## config.mk

```make
export PLATFORM = sky130hd
export DESIGN_NAME = serial_frame_serializer
export DESIGN_NICKNAME = d
export VERILOG_FILES = /design/src/rtl/serial_frame_serializer.sv
export SDC_FILE = /design/constraint.sdc
export NUM_CORES = 1
export LEC_CHECK = 0
export ABC_AREA = 1
export BUFFER_PORTS_ARGS = -buffer_cell sky130_fd_sc_hd__buf_2
export CORE_UTILIZATION = 59
export CTS_CLUSTER_SIZE = 12
export DETAILED_ROUTE_END_ITERATION = 8
export PLACE_DENSITY = 0.81
export SETUP_SLACK_MARGIN = 0.5
export SLEW_MARGIN = 10
export SYNTH_ARGS = -nofsm -noshare
export SYNTH_HDL_FRONTEND = slang
export SYNTH_SLANG_ARGS = --single-unit
```

## constraint.sdc

```tcl
create_clock -name clk -period 3.35 [get_ports clk]
set_input_delay 0.335 -clock clk [delete_from_list [all_inputs] [get_ports clk]]
set_output_delay 0.335 -clock clk [all_outputs]
set_load 0.02 [all_outputs]
```

## src/rtl/serial_frame_serializer.sv

```systemverilog
// ---------------------------------------------------------------------------
// serial_frame_serializer
//
// Transmit end of a serial shift-register link. A WIDTH-bit staging register
// (Q) is written one bit at a time or in parallel. A start request snapshots Q
// into a separate shifter. The snapshot is then sent MSB-first as {S, enable}
// strobes. A receiver that shifts left and inserts S on each enable ends up
// holding a copy of the snapshot.
//
// Optional feature (compile-time macro SERIAL_PARITY_EN):
//   When defined, one even-parity bit (XOR of the snapshot) follows the data
//   bits. That bit is also sent with enable=1, and hold stalls it as well.
//   When undefined, a frame is exactly WIDTH strobes.
//
// Parameters
//   WIDTH   frame length in bits; must equal 2**ADDR_W
//   ADDR_W  width of the bit-address port
//
// Ports
//   clk        in   1       clock; all state updates on posedge
//   reset      in   1       synchronous, active-high reset
//   wr_en      in   1       write a single staging bit: Q[addr] <= wr_bit
//   addr       in   ADDR_W  bit index for wr_en
//   wr_bit     in   1       bit value for wr_en
//   load_en    in   1       parallel load Q <= load_data (wins over wr_en)
//   load_data  in   WIDTH   parallel load value
//   start      in   1       request transmission of the current Q (IDLE only)
//   hold       in   1       downstream stall; freezes shifting while high
//   enable     out  1       registered strobe: S is valid, receiver shifts
//   S          out  1       registered serial data bit (holds when enable=0)
//   busy       out  1       high while in SHIFT or DONE
//   done       out  1       one-cycle pulse the cycle after the last strobe
// ---------------------------------------------------------------------------
module serial_frame_serializer #(
  parameter int WIDTH  = 8,
  parameter int ADDR_W = 3
) (
  input  logic              clk,
  input  logic              reset,
  input  logic              wr_en,
  input  logic [ADDR_W-1:0] addr,
  input  logic              wr_bit,
  input  logic              load_en,
  input  logic [WIDTH-1:0]  load_data,
  input  logic              start,
  input  logic              hold,
  output logic              enable,
  output logic              S,
  output logic              busy,
  output logic              done
);

  // The bit counter needs one extra bit so it can reach WIDTH when the
  // parity bit is appended.
  localparam int CNT_W = ADDR_W + 1;

`ifdef SERIAL_PARITY_EN
  localparam int FRAME_LEN = WIDTH + 1;
`else
  localparam int FRAME_LEN = WIDTH;
`endif

  localparam logic [CNT_W-1:0] LAST_CNT = CNT_W'(FRAME_LEN - 1);

  typedef enum logic [1:0] {
    IDLE  = 2'd0,
    SHIFT = 2'd1,
    DONE  = 2'd2
  } state_t;

  state_t           state;
  state_t           state_nxt;

  logic [WIDTH-1:0] q;
  logic [WIDTH-1:0] shifter;
  logic [CNT_W-1:0] count;

`ifdef SERIAL_PARITY_EN
  logic             parity;
`endif

  // Decoded per-cycle events.
  logic             take_start;
  logic             emit;
  logic             last_emit;
  logic             s_bit;

  // Next values for the registered outputs.
  logic             enable_nxt;
  logic             s_nxt;
  logic             busy_nxt;
  logic             done_nxt;

  // start is only acted on in IDLE; any start seen in SHIFT/DONE is dropped.
  assign take_start = (state == IDLE) && start;
  assign emit       = (state == SHIFT) && !hold;
  assign last_emit  = emit && (count == LAST_CNT);

  // After WIDTH data bits have been sent, the shifter is empty. In the
  // parity build, the next strobe carries the parity captured at snapshot time.
`ifdef SERIAL_PARITY_EN
  assign s_bit = (count == CNT_W'(WIDTH)) ? parity : shifter[WIDTH-1];
`else
  assign s_bit = shifter[WIDTH-1];
`endif

  // -------------------------------------------------------------------------
  // FSM: state register
  // -------------------------------------------------------------------------
  always_ff @(posedge clk) begin
    if (reset) begin
      state <= IDLE;
    end else begin
      state <= state_nxt;
    end
  end

  // -------------------------------------------------------------------------
  // FSM: next-state logic
  // -------------------------------------------------------------------------
  always_comb begin
    state_nxt = state;
    unique case (state)
      IDLE:    if (take_start) state_nxt = SHIFT;
      SHIFT:   if (last_emit)  state_nxt = DONE;
      DONE:    state_nxt = IDLE;
      default: state_nxt = IDLE;
    endcase
  end

  // -------------------------------------------------------------------------
  // FSM: output logic (next values of the registered outputs)
  // -------------------------------------------------------------------------
  always_comb begin
    enable_nxt = 1'b0;
    s_nxt      = S;
    done_nxt   = 1'b0;
    busy_nxt   = (state_nxt != IDLE);
    unique case (state)
      IDLE: begin
        enable_nxt = 1'b0;
      end
      SHIFT: begin
        if (emit) begin
          enable_nxt = 1'b1;
          s_nxt      = s_bit;
        end
      end
      DONE: begin
        done_nxt = 1'b1;
      end
      default: begin
        enable_nxt = 1'b0;
      end
    endcase
  end

  // -------------------------------------------------------------------------
  // Registered outputs
  // -------------------------------------------------------------------------
  always_ff @(posedge clk) begin
    if (reset) begin
      enable <= 1'b0;
      S      <= 1'b0;
      busy   <= 1'b0;
      done   <= 1'b0;
    end else begin
      enable <= enable_nxt;
      S      <= s_nxt;
      busy   <= busy_nxt;
      done   <= done_nxt;
    end
  end

  // -------------------------------------------------------------------------
  // Staging register: written in every state. It is double-buffered against
  // the shifter, so a write never disturbs a frame in flight.
  // -------------------------------------------------------------------------
  always_ff @(posedge clk) begin
    if (reset) begin
      q <= '0;
    end else if (load_en) begin
      q <= load_data;
    end else if (wr_en) begin
      q[addr] <= wr_bit;
    end
  end

  // -------------------------------------------------------------------------
  // Shifter and bit counter. The snapshot reads q before this edge's write
  // lands, so a start and a write in the same cycle send the old contents.
  // -------------------------------------------------------------------------
  always_ff @(posedge clk) begin
    if (reset) begin
      shifter <= '0;
      count   <= '0;
    end else if (take_start) begin
      shifter <= q;
      count   <= '0;
    end else if (emit) begin
      shifter <= {shifter[WIDTH-2:0], 1'b0};
      count   <= count + 1'b1;
    end
  end

`ifdef SERIAL_PARITY_EN
  always_ff @(posedge clk) begin
    if (reset) begin
      parity <= 1'b0;
    end else if (take_start) begin
      parity <= ^q;
    end
  end
`endif

endmodule
```

==> flow_metrics.tcl <==
set metrics [dict create \
    p_int_uw 426 \
    ant_nets 0 \
    ys_types 21 \
    netlist.area_leader.share 0.395 \
    yosys-top-cells-count "nand2_1, nand3_1, inv_1" \
    critPathRequiredTime_ps 3610 \
    cts-hold-fix-buffers 0 \
    hold_path_depth 5 \
    synth_area_per_cell_um2 6.55 \
    finalCritPeriodShare 0.389 \
    grt_pass1_vias 1185 \
    areaGrowthSynthToFinish_pct 10.4 \
    cellPowerDensity_mw_per_mm2 404 \
    num_rows 16 \
    grt_pass1_wl_mm 4.67 \
    synth_fa_ha_area_frac 0.00950 \
    hold_start "load_data[3]" \
    tightest_slew_ps 515 \
    crit_family "simple AND/OR/NAND/NOR gates" \
    insertion_delay_ps 320 \
    slowest_stage "dfxtp_1" \
    comb_power_share 0.167 \
    synthMuxAreaShare 0 \
    numCtsBuffers 3 \
    seqPwrFrac 0.565 \
    yosysWarnings 0 \
    clk_path_buf_depth 2 \
    setup_tns_ps 0 \
    cp_cell_sequence "nand3b_2 > or2_1 > a21oi_1" \
    drv_cap 0 \
    critical_path_class "flip-flop to flip-flop" \
    wirelength_mm 2.66 \
    regToRegStartpoint "state[0]" \
    core_area_mm2 0.00202 \
    rsz0062_at_grt "no" \
    layout.nets 240 \
    synth_seq_cells 26 \
    start_util 0.652 \
    cts_sinks 26 \
    post-route-min-period_ps 1300 \
    synthTopCellsByArea "dfxtp_1, nand3_1, nand2_1" \
    yosysSeqAreaShare 0.395 \
    worstRegToRegCells 3 \
    grt_max_degree 18 \
    via_per_inst 5.18 \
    die_area_mm2 0.00243 \
    clockPowerShare 0.268 \
    synth_flop_cell "dfxtp_1" \
    async_reset_ff_frac 0 \
    dpl.hpwl_mm 1.97 \
    cts_setup_buffers 0 \
    crit_path_max_fanout 17 \
    switchingPower_uw 162 \
    port_buffers 21 \
    cp.depth 3 \
    netlist_instances 201 \
    io_pins 22 \
    htree_levels 1 \
    synthXorXnorAreaFrac 0 \
    utilization 0.720 \
    switching_share 0.275 \
    cp-startpoint "state[0]" \
    wire_per_inst_um 10.8 \
    slew-limit-headroom 0.655 \
    finalSetupViolCount 0 \
    finClkSkew_ps 1.92 \
    max_freq_ghz 0.767 \
    drc 0 \
    critical_path_arrival_ps 1570 \
    synth_edf_count 0 \
    clkTransAtPathRegs_ps 130 \
    synth_most_common_cell "nand2_1" \
    worst_hold_path_type "input pin to flip-flop" \
    synth_fp_nets 220 \
    gp_congestion 0.796 \
    die_w_um 49.3 \
    slew_viol_final 0 \
    synth_top_family_by_area "simple AND/OR/NAND/NOR gates" \
    slowest_delay_ps 470 \
    outcome "complete, no violations" \
    n_antenna_cell 0 \
    finalHoldViolations 0 \
    antenna_found_initial 0 \
    cts_resized 0 \
    fp.dieH_um 49.3 \
    power_leakage_nw 0.717 \
    ir_drop_uv 319 \
    cts_tree "built" \
    netlist_area_mm2 0.00132 \
    critPathLaunchType "flip-flop" \
    grt_usage 0.247 \
    yosys.area.top_type "dfxtp_1" \
    worst_setup_path_end_kind "flip-flop" \
    num_vias 1280 \
    drt_iter0_drc 31 \
    root_buffer "clkbuf_4" \
    fillers 173 \
    drive_gt1_frac 0.145 \
    synth_compound_area_frac 0.0665 \
    worst-path-buf-inv 0 \
    grt-ovfl-total 0 \
    first_pass_iters 4 \
    synth-simple-area-share 0.404 \
]
==> metrics by stage <==
| step | power (mW) | hold WS, ps | cell area (µm²) | cells | setup slack [ps] |
|---|---|---|---|---|---|
| floorplan | 0.411 | 404 | 1320 | 201 | 2240 |
| global placement | 0.432 | 453 | 1420 | 243 | 2010 |
| detailed placement | 0.436 | 456 | 1420 | 243 | 1970 |
| CTS | 0.591 | 293 | 1460 | 247 | 2040 |
| global route | 0.615 | 320 | 1460 | 247 | 1920 |
| finish | 0.588 | 297 | 1460 | 247 | 2050 |
==> registers in the layout (all words and copies together) (netlist names) <==
register / cells
enable: 1
count: 4
busy: 1
state: 2
shifter: 8
done: 1
q: 8
S: 1
==> cell families after synthesis <==
logic type      Yosys count
compound gates           17
buf+inv                  40
fa+ha+maj                 1
simple gates            117
flops                    26
==> final cells by class <==
type,instances,area [µm²],share of cell area
sequential,26,520,0.358
inverter,34,128,0.0877
timing repair buffer,21,105,0.0722
tap,27,33.8,0.0232
clock buffer,4,36.3,0.0249
multi-input combinational,135,632,0.434
==> layer usage <==
layer  vias to the layer above  GRT usage  wire (µm)
met3                         5     0.0405        105
met1                       579      0.276       1200
met2                        32      0.454       1320
met4                         0      0.103         39
met5                         -          0          0
li1                        664          -          -
==> final timing paths <==
check        slack (ps)  endpoint
max                2050  count[0]
min                 300      q[3]
max reg2reg        2050  count[0]
min reg2reg         480         S
==> worst register-to-register path: stages (launching register included) <==
cell and delay (ps):
dfxtp_1 470, nand3b_2 330, or2_1 320, a21oi_1 120
==> power by group through the flow <==
stage,clock network [mW],logic [mW],registers (mW)
3_3_place_gp,0,0.0938,0.338
5_1_grt,0.169,0.112,0.334
4_1_cts,0.160,0.0981,0.332
2_1_floorplan,0,0.0719,0.339
3_5_place_dp,0,0.0973,0.339
6_report,0.157,0.0983,0.332
==> layout by cell type, fill, tap and decap left out <==
| cell | netlist | final |
|---|---|---|
| a21oi_1 | 13 | 13 |
| buf_2 | 3 | 21 |
| clkbuf_4 | 0 | 3 |
| clkbuf_8 | 0 | 1 |
| clkinv_1 | 1 | 1 |
| dfxtp_1 | 26 | 26 |
| ha_1 | 1 | 1 |
| inv_1 | 33 | 33 |
| nand2_1 | 48 | 48 |
| nand2_2 | 2 | 2 |
| nand2_4 | 2 | 2 |
| nand3_1 | 39 | 39 |
| nand3b_2 | 1 | 1 |
| nor2_1 | 19 | 19 |
| nor2_2 | 1 | 1 |
| nor2_4 | 1 | 1 |
| nor3_1 | 3 | 3 |
| o21ai_0 | 3 | 3 |
| o21bai_1 | 1 | 1 |
| or2_1 | 1 | 1 |
Note: power is estimated with default switching activity, not from simulation.
